<file path="src/rtl/fruit_scheduler.sv">
`default_nettype none
// ============================================================================
//  Module   : fruit_scheduler
//  Purpose  : Holds the falling-fruit slots of the catch game. On each frame
//             tick every live fruit moves down one row (fruit leaving the
//             bottom row is counted as a miss). Then one shared position
//             comparator scans the slots, one slot per cycle, against the
//             character position latched at the tick. Caught fruit is retired
//             into a saturating score.
//  Ports    :
//    clk, resetn               clock, async active-low reset
//    frame_tick                starts a MOVE + SCAN pass
//    spawn_valid/x/colour      new-fruit request; spawn_ready = accept
//    charx, chary              character position
//    rd_idx -> rd_x/y/colour/valid   combinational slot read for the draw path
//    score, misses             saturating 8-bit counters
//    hit_pulse, hit_colour     one-cycle catch event
//    busy, overrun             pass in progress / sticky dropped-tick flag
//  Revision : 1.0  initial release
// ============================================================================
module fruit_scheduler #(
  parameter int         SLOTS = 4,
  parameter logic [6:0] Y_MAX = 7'd119
) (
  input  logic                     clk,
  input  logic                     resetn,
  input  logic                     frame_tick,
  input  logic                     spawn_valid,
  input  logic [6:0]               spawn_x,
  input  logic [2:0]               spawn_colour,
  output logic                     spawn_ready,
  input  logic [6:0]               charx,
  input  logic [6:0]               chary,
  input  logic [$clog2(SLOTS)-1:0] rd_idx,
  output logic [6:0]               rd_x,
  output logic [6:0]               rd_y,
  output logic [2:0]               rd_colour,
  output logic                     rd_valid,
  output logic [7:0]               score,
  output logic [7:0]               misses,
  output logic                     hit_pulse,
  output logic [2:0]               hit_colour,
  output logic                     busy,
  output logic                     overrun
);

  localparam int              IDXW       = $clog2(SLOTS);
  localparam int              CNTW       = IDXW + 1;
  localparam logic [IDXW-1:0] c_LAST_IDX = IDXW'(SLOTS - 1);
  localparam logic [2:0]      c_BLACK    = 3'b111;

  typedef enum logic [1:0] {
    S_IDLE = 2'd0,
    S_MOVE = 2'd1,
    S_SCAN = 2'd2
  } state_t;

  state_t r_state;
  state_t w_state_nxt;

  logic            r_valid [SLOTS];
  logic [6:0]      r_x     [SLOTS];
  logic [6:0]      r_y     [SLOTS];
  logic [2:0]      r_col   [SLOTS];

  logic [IDXW-1:0] r_k;
  logic [6:0]      r_cx;
  logic [6:0]      r_cy;
  logic [7:0]      r_score;
  logic [7:0]      r_misses;
  logic            r_hit;
  logic [2:0]      r_hit_col;
  logic            r_overrun;

  logic            w_any_free;
  logic [IDXW-1:0] w_free_idx;
  logic            w_spawn_acc;
  logic            w_tick_start;
  logic [CNTW-1:0] w_fall_cnt;
  logic [8:0]      w_misses_sum;
  logic [7:0]      w_misses_nxt;
  logic            w_hit;
  logic signed [9:0] w_delta;
  logic signed [9:0] w_score_sum;
  logic [7:0]      w_score_nxt;

  // Lowest-index free slot: scan downwards so the last assignment wins.
  always_comb begin
    w_any_free = 1'b0;
    w_free_idx = '0;
    for (int i = SLOTS - 1; i >= 0; i--) begin
      if (!r_valid[i]) begin
        w_any_free = 1'b1;
        w_free_idx = IDXW'(i);
      end
    end
  end

  assign w_spawn_acc  = (r_state == S_IDLE) && spawn_valid && w_any_free;
  assign w_tick_start = (r_state == S_IDLE) && frame_tick;

  // Number of live fruit leaving the bottom row in this MOVE.
  always_comb begin
    w_fall_cnt = '0;
    for (int i = 0; i < SLOTS; i++) begin
      if (r_valid[i] && (r_y[i] == Y_MAX)) begin
        w_fall_cnt = w_fall_cnt + CNTW'(1);
      end
    end
  end

  assign w_misses_sum = {1'b0, r_misses} + 9'(w_fall_cnt);
  assign w_misses_nxt = w_misses_sum[8] ? 8'd255 : w_misses_sum[7:0];

  // Shared comparator for the slot under scan.
  assign w_hit = (r_state == S_SCAN) && r_valid[r_k] &&
                 (r_x[r_k] == r_cx) && (r_y[r_k] == r_cy) &&
                 (r_col[r_k] != c_BLACK);

  always_comb begin
    w_delta = 10'sd0;
    case (r_col[r_k])
      3'b000:  w_delta = 10'sd1;
      3'b001:  w_delta = 10'sd2;
      3'b010:  w_delta = 10'sd3;
      3'b011:  w_delta = 10'sd4;
      3'b100:  w_delta = -10'sd1;
      3'b101:  w_delta = 10'sd5;
      3'b110:  w_delta = -10'sd2;
      default: w_delta = 10'sd0;
    endcase
  end

  // One bit wider than the 9-bit signed range so that 255+5 cannot wrap
  // negative before the clamp.
  assign w_score_sum = $signed({2'b00, r_score}) + w_delta;

  always_comb begin
    w_score_nxt = w_score_sum[7:0];
    if (w_score_sum[9]) begin
      w_score_nxt = 8'd0;
    end else if (w_score_sum > 10'sd255) begin
      w_score_nxt = 8'd255;
    end
  end

  // FSM
  always_ff @(posedge clk or negedge resetn) begin
    if (!resetn) begin
      r_state <= S_IDLE;
    end else begin
      r_state <= w_state_nxt;
    end
  end

  always_comb begin
    w_state_nxt = r_state;
    case (r_state)
      S_IDLE: if (frame_tick) w_state_nxt = S_MOVE;
      S_MOVE: w_state_nxt = S_SCAN;
      S_SCAN: if (r_k == c_LAST_IDX) w_state_nxt = S_IDLE;
      default: w_state_nxt = S_IDLE;
    endcase
  end

  // Slot storage
  always_ff @(posedge clk or negedge resetn) begin
    if (!resetn) begin
      for (int i = 0; i < SLOTS; i++) begin
        r_valid[i] <= 1'b0;
        r_x[i]     <= 7'd0;
        r_y[i]     <= 7'd0;
        r_col[i]   <= 3'd0;
      end
    end else begin
      case (r_state)
        S_IDLE: begin
          if (w_spawn_acc) begin
            r_valid[w_free_idx] <= 1'b1;
            r_x[w_free_idx]     <= spawn_x;
            r_y[w_free_idx]     <= 7'd0;
            r_col[w_free_idx]   <= spawn_colour;
          end
        end
        S_MOVE: begin
          for (int i = 0; i < SLOTS; i++) begin
            if (r_valid[i]) begin
              if (r_y[i] == Y_MAX) begin
                r_valid[i] <= 1'b0;
              end else begin
                r_y[i] <= r_y[i] + 7'd1;
              end
            end
          end
        end
        S_SCAN: begin
          if (w_hit) begin
            r_valid[r_k] <= 1'b0;
          end
        end
        default: ;
      endcase
    end
  end

  // Scan index, latched character position, counters and flags
  always_ff @(posedge clk or negedge resetn) begin
    if (!resetn) begin
      r_k       <= '0;
      r_cx      <= 7'd0;
      r_cy      <= 7'd0;
      r_score   <= 8'd0;
      r_misses  <= 8'd0;
      r_hit     <= 1'b0;
      r_hit_col <= 3'd0;
      r_overrun <= 1'b0;
    end else begin
      r_hit <= w_hit;
      if (w_tick_start) begin
        r_cx <= charx;
        r_cy <= chary;
      end
      if (r_state == S_MOVE) begin
        r_k      <= '0;
        r_misses <= w_misses_nxt;
      end else if (r_state == S_SCAN) begin
        r_k <= r_k + IDXW'(1);
      end
      if (w_hit) begin
        r_score   <= w_score_nxt;
        r_hit_col <= r_col[r_k];
      end
      if (frame_tick && (r_state != S_IDLE)) begin
        r_overrun <= 1'b1;
      end
    end
  end

  assign spawn_ready = (r_state == S_IDLE) && w_any_free;
  assign rd_valid    = r_valid[rd_idx];
  assign rd_x        = r_x[rd_idx];
  assign rd_y        = r_y[rd_idx];
  assign rd_colour   = r_col[rd_idx];
  assign score       = r_score;
  assign misses      = r_misses;
  assign hit_pulse   = r_hit;
  assign hit_colour  = r_hit_col;
  assign busy        = (r_state != S_IDLE);
  assign overrun     = r_overrun;

endmodule
`default_nettype wire

</file>
<file path="config.mk">
export PLATFORM = sky130hd
export DESIGN_NAME = fruit_scheduler
export DESIGN_NICKNAME = d
export VERILOG_FILES = /design/src/rtl/fruit_scheduler.sv
export SDC_FILE = /design/constraint.sdc
export NUM_CORES = 1
export LEC_CHECK = 0
export CORE_MARGIN = 8
export CORE_UTILIZATION = 48
export CTS_BUF_LIST = sky130_fd_sc_hd__clkbuf_16
export DETAILED_ROUTE_END_ITERATION = 12
export MAX_ROUTING_LAYER = met4
export PLACE_DENSITY = 0.68
export SLEW_MARGIN = 0
export SYNTH_ARGS = -nofsm -noshare
export SYNTH_HDL_FRONTEND = slang
export SYNTH_SLANG_ARGS = --single-unit
</file>
<file path="constraint.sdc">
create_clock -name clk -period 6.4 [get_ports clk]
set_input_delay 1.28 -clock clk [delete_from_list [all_inputs] [get_ports clk]]
set_output_delay 1.28 -clock clk [all_outputs]
set_load 0.02 [all_outputs]
</file>
# Yosys cells after proc, flatten, opt, wreduce, memory -nomap -nowiden
# Index checks and enable logic that the tools add are counted.
word_totals:
  out_inout_bits: 41
  regBits: 111
  wordCells: 181
op_classes:
  n_reduce_logical: 28
  bitwise_logic: 8
  eq_ne: 28
  addsub: 10
  n_lt_le_gt_ge: 6
  n_mux: 76
op_table:
  columns: ["op", "count"]
  rows:
  - ["7-bit 2-to-1 mux", 17]
  - ["10-bit one-hot mux with 7 select lines", 1]
  - ["7-bit binary-select mux with 2-bit select", 4]
  - ["28-bit one-hot mux with 2 select lines", 1]
  - ["7-bit by 1-bit adder with 7-bit output (second input constant)", 4]
  - ["28-bit bitwise AND", 1]
  - ["28-bit bitwise mux", 1]
  - ["7-bit == test (second input constant)", 4]
  - ["28-bit 2-to-1 mux", 1]
  - ["28-bit NOT", 1]
  - ["3-bit 2-to-1 mux", 8]
  - ["8-bit 2-to-1 mux", 3]
  - ["2-bit != test (second input constant)", 12]
  - ["1-bit 2-to-1 mux", 19]
  - ["2-bit 2-to-1 mux", 8]
  - ["4-bit AND reduction", 4]
  - ["1-bit logical AND", 15]
  - ["7-bit demux with 2-bit select", 1]
  - ["7-bit == test", 2]
  - ["3-bit binary-select mux with 2-bit select", 2]
  - ["12-bit bitwise mux", 1]
  - ["4-bit one-hot mux with 3 select lines", 1]
  - ["9-bit by 10-bit adder with 10-bit output", 1]
  - ["10-bit by 9-bit greater-than comparator with 1-bit output (second input constant)", 1]
  - ["other kinds (26)", 43]

# Depth between registers and ports, before layout
logic_depth:
  ltp_word: 13
  mapped_depth: 17
  ltp_nobuf: 17

# Worst setup path after synthesis
# Ideal clock, no wire load.
synth_path:
  path_kind: "input to output"
  startpoint: "input rd_idx[0]"
  endpoint: "output rd_colour[0]"
  n_path_buf: 2
  setup_slack_ns: 2.266
  t_arrival_ns: 2.854
  t_required_ns: 5.120
  cell_stages: 3
  cell_sequence: "clkbuf_1 clkbuf_1 mux4_2"
synth_between:
  elab_chain_cells: 4
synth_rtl:
  columns: ["item", "line", "text"]
  rows:
  - ["start, declared", "34", "input logic [$clog2(SLOTS)-1:0] rd_idx,"]
  - ["2-bit NOT with 3-bit output (implied by the code)", "243", "assign rd_colour = r_col[rd_idx];"]
  - ["3-bit binary-select mux with 2-bit select", "243", null]
  - ["3-bit 2-to-1 mux (implied by the code) (2 in a row)", "243", null]
  - ["end, declared", "37", "output logic [2:0] rd_colour,"]
# No other way between the ends. The select of a mux whose other input is x is not followed.

# Final worst setup path
layout_path:
  startpoint: "input rd_idx[1]"
  endpoint: "output rd_y[6]"
layout_between:
  elab_chain_cells: 4
layout_rtl:
  columns: ["item", "line", "text"]
  rows:
  - ["2-bit NOT with 3-bit output (implied by the code)", "242", "assign rd_y = r_y[rd_idx];"]
  - ["7-bit binary-select mux with 2-bit select", "242", null]
  - ["7-bit 2-to-1 mux (implied by the code) (2 in a row)", "242", null]
  - ["end, declared", "36", "output logic [6:0] rd_y,"]
# No other way between the ends. The select of a mux whose other input is x is not followed.

==> out/metrics.yaml <==
dieArea_mm2: 0.0183
crit_chain: "clkdlybuf4s50_1, mux4_2, clkdlybuf4s50_1"
cts_setup_buffers: 0
final_cell_mix: "dfrtp_1 (111), clkdlybuf4s50_1 (69), mux2_2 (61)"
netlist_area_mm2: 0.00683
max_stage_delay_ps: 1000
cpMostUsedCell: "clkdlybuf4s50_1"
grt_start_max_net_pins: 79
yosysSeqAreaShare_pct: 40.7
leakagePower_nw: 3.28
clkTransAtPathRegs_ps: 70
cp.arrival_ps: 3480
power.density_mw_per_mm2: 466
cts_tree: "built"
rsz0062_at_grt: "no"
ys_types: 51
synthTopCellsByArea: "dfrtp_1 (41%), mux4_2 (10%), mux2_2 (10%), ha_1 (4.8%), o21ai_0 (4.1%)"
nets: 762
layout_commonest_cell: "dfrtp_1"
grt_pass1_wl_um: 28400
drive_above_1_share_pct: 17.2
fp.coreArea_mm2: 0.0139
dpl.hpwl_um: 12800
fmax_mhz: 210
cts_buffers: 9
crit_type: "primary input to output pin"
syn_area_per_cell_um2: 10.6
dp_slack_ps: 1640
synthArstFlopShare_pct: 100
antenna_found_initial: 0
cts.sinks: 111
fill_cells: 1199
hp-class: "flop to flop"
cts_root_buffer: "clkbuf_16"
run_status: "complete, no violations"
endpoint_kind: "output pin"
grt_pass1_vias: 5508
first_iter_violations: 353
setup_tns_ps: 0
max_slew.worst_pin.slew_ps: 1010
finClkSkew_ps: 10.3
wirelength_um: 17600
std_cell_rows: 43
drv_cap: 0
die_h_um: 135
setup_viol: 0
synthToLayoutAreaGrowth_pct: 17.0
ctsHoldBuffers: 0
cp-start-kind: "primary input"
cp.required_ps: 5120
ys.flop_type: "dfrtp_1"
synth_top_area_share_pct: 40.7
drt_first_pass_iters: 4
min_period_over_period_pct: 74.3
synth_seq_cells: 111
ioPinCount: 71
diodes: 0
critPathSlowestCell: "clkdlybuf4s50_1"
grt_util_all_layers_pct: 20.2
drc: 0
synth_edf_count: 0
power_mw: 3.72
hold_violations: 0
die_w_um: 135
ir_drop_mv: 0.208
finalWorstSetupSlack_ps: 1640
yosysWarnings: 0
relSlewSlack_pct: 33.0
syn-instance-count: 642
hold_ws_ps: 454
port-buffer-count: 70
overflow: 0
clk-insertion-delay-late_ps: 360
path_max_fanout: 12
drt.antenna.violating_nets: 0
initial_utilization_pct: 49.2
vias: 5406
viasPerCell: 6.09
slew_violations: 0
syn-num-nets: 700
cts.path.max_buffers: 2
cts_resized: 0
synth_area_leader_cell: "dfrtp_1"
gp_congestion: 0.916
drt-wirelength-per-cell_um: 19.9
min_period_ps: 4760
htreeDepth: 3
==> state kept, by name, summed over array words and instances, names as in the netlist <==
register,count
hit_colour,3
hit_pulse,1
misses,8
overrun,1
r_col,12
r_cx,7
r_cy,7
r_k,2
r_state,2
r_valid,4
r_x,28
r_y,28
score,8
==> stage by stage <==
step | utilization, % | area, µm² | std cells
2_1_floorplan | - | 6830 | 642
3_3_place_gp | 55.4 | 7690 | 873
3_5_place_dp | 55.4 | 7690 | 873
4_1_cts | 57.6 | 7990 | 888
5_1_grt | 57.6 | 7990 | 888
6_report | 57.6 | 7990 | 888
==> final timing paths <==
kind,start,to,slack (ps),cells after the start
setup / recovery,rd_idx[1],rd_y[6],1640,3
hold / removal,overrun$_DFFE_PN0P_,overrun$_DFFE_PN0P_,450,1
setup reg to reg,r_k[0]$_DFFE_PN0N_,score[1]$_DFFE_PN0P_,2080,10
hold reg to reg,overrun$_DFFE_PN0P_,overrun$_DFFE_PN0P_,450,1
max in group asynchronous,resetn,r_cy[1]$_DFFE_PN0P_,4150,2
min in group asynchronous,resetn,misses[0]$_DFFE_PN0P_,870,1
==> logic make-up (layout without fill, tap and decap cells) <==
kind of cell / count (synthesis) / count (layout) / synth area share [%]
AO/OA/AOI/OAI: 134 / 134 / 12.2
XOR/XNOR: 25 / 25 / 3.21
adder cells (fa/ha/maj): 28 / 28 / 5.35
buffers and inverters: 50 / 116 / 3.02
flip-flops: 111 / 111 / 40.7
multiplexers: 105 / 105 / 22.2
AND/OR/NAND/NOR: 189 / 189 / 13.3
==> final cells by class <==
cell class                 instances  area, µm²  share of cell area [%]
inverter                          22       82.6                    1.03
tap                              180        225                    2.82
clock buffer                       9        225                    2.82
multi-input combinational        481       3840                    48.1
clock inverter                     6       70.1                   0.877
sequential                       111       2780                    34.8
timing repair buffer              79        766                    9.58
==> power breakdown <==
| part | switching, mW | internal [mW] | total [mW] |
|---|---|---|---|
| clock | 0.267 | 0.304 | 0.571 |
| sequential | 0.301 | 0.953 | 1.25 |
| combinational | 0.988 | 0.910 | 1.90 |
| total | 1.56 | 2.17 | 3.72 |
==> routing by layer <==
metal	vias to the layer above	global-route usage, %	wire (µm)
met3	25	2.71	745
met4	0	7.96	366
met5	-	-	0
li1	2502	-	-
met2	154	33.5	8860
met1	2725	24.4	7670
==> cell usage after synthesis (all sizes together), types with 8 or more instances <==
| master | instances |
|---|---|
| nand2 | 58 |
| a21oi | 24 |
| and2 | 9 |
| o21ai | 56 |
| nor3 | 10 |
| nor2 | 40 |
| and3 | 8 |
| dfrtp | 111 |
| inv | 22 |
| nand3 | 29 |
| o31ai | 9 |
| xnor2 | 21 |
| buf | 9 |
| a22o | 8 |
| mux2 | 61 |
| nand4 | 12 |
| mux4 | 31 |
| ha | 26 |
| clkbuf | 19 |
| mux2i | 13 |
==> worst max-delay path, delay by kind of cell <==
kind,cells,cell delay [ps]
muxes,1,630
buffers and inverters,2,1560
Note: power is estimated with default switching activity, not from simulation.
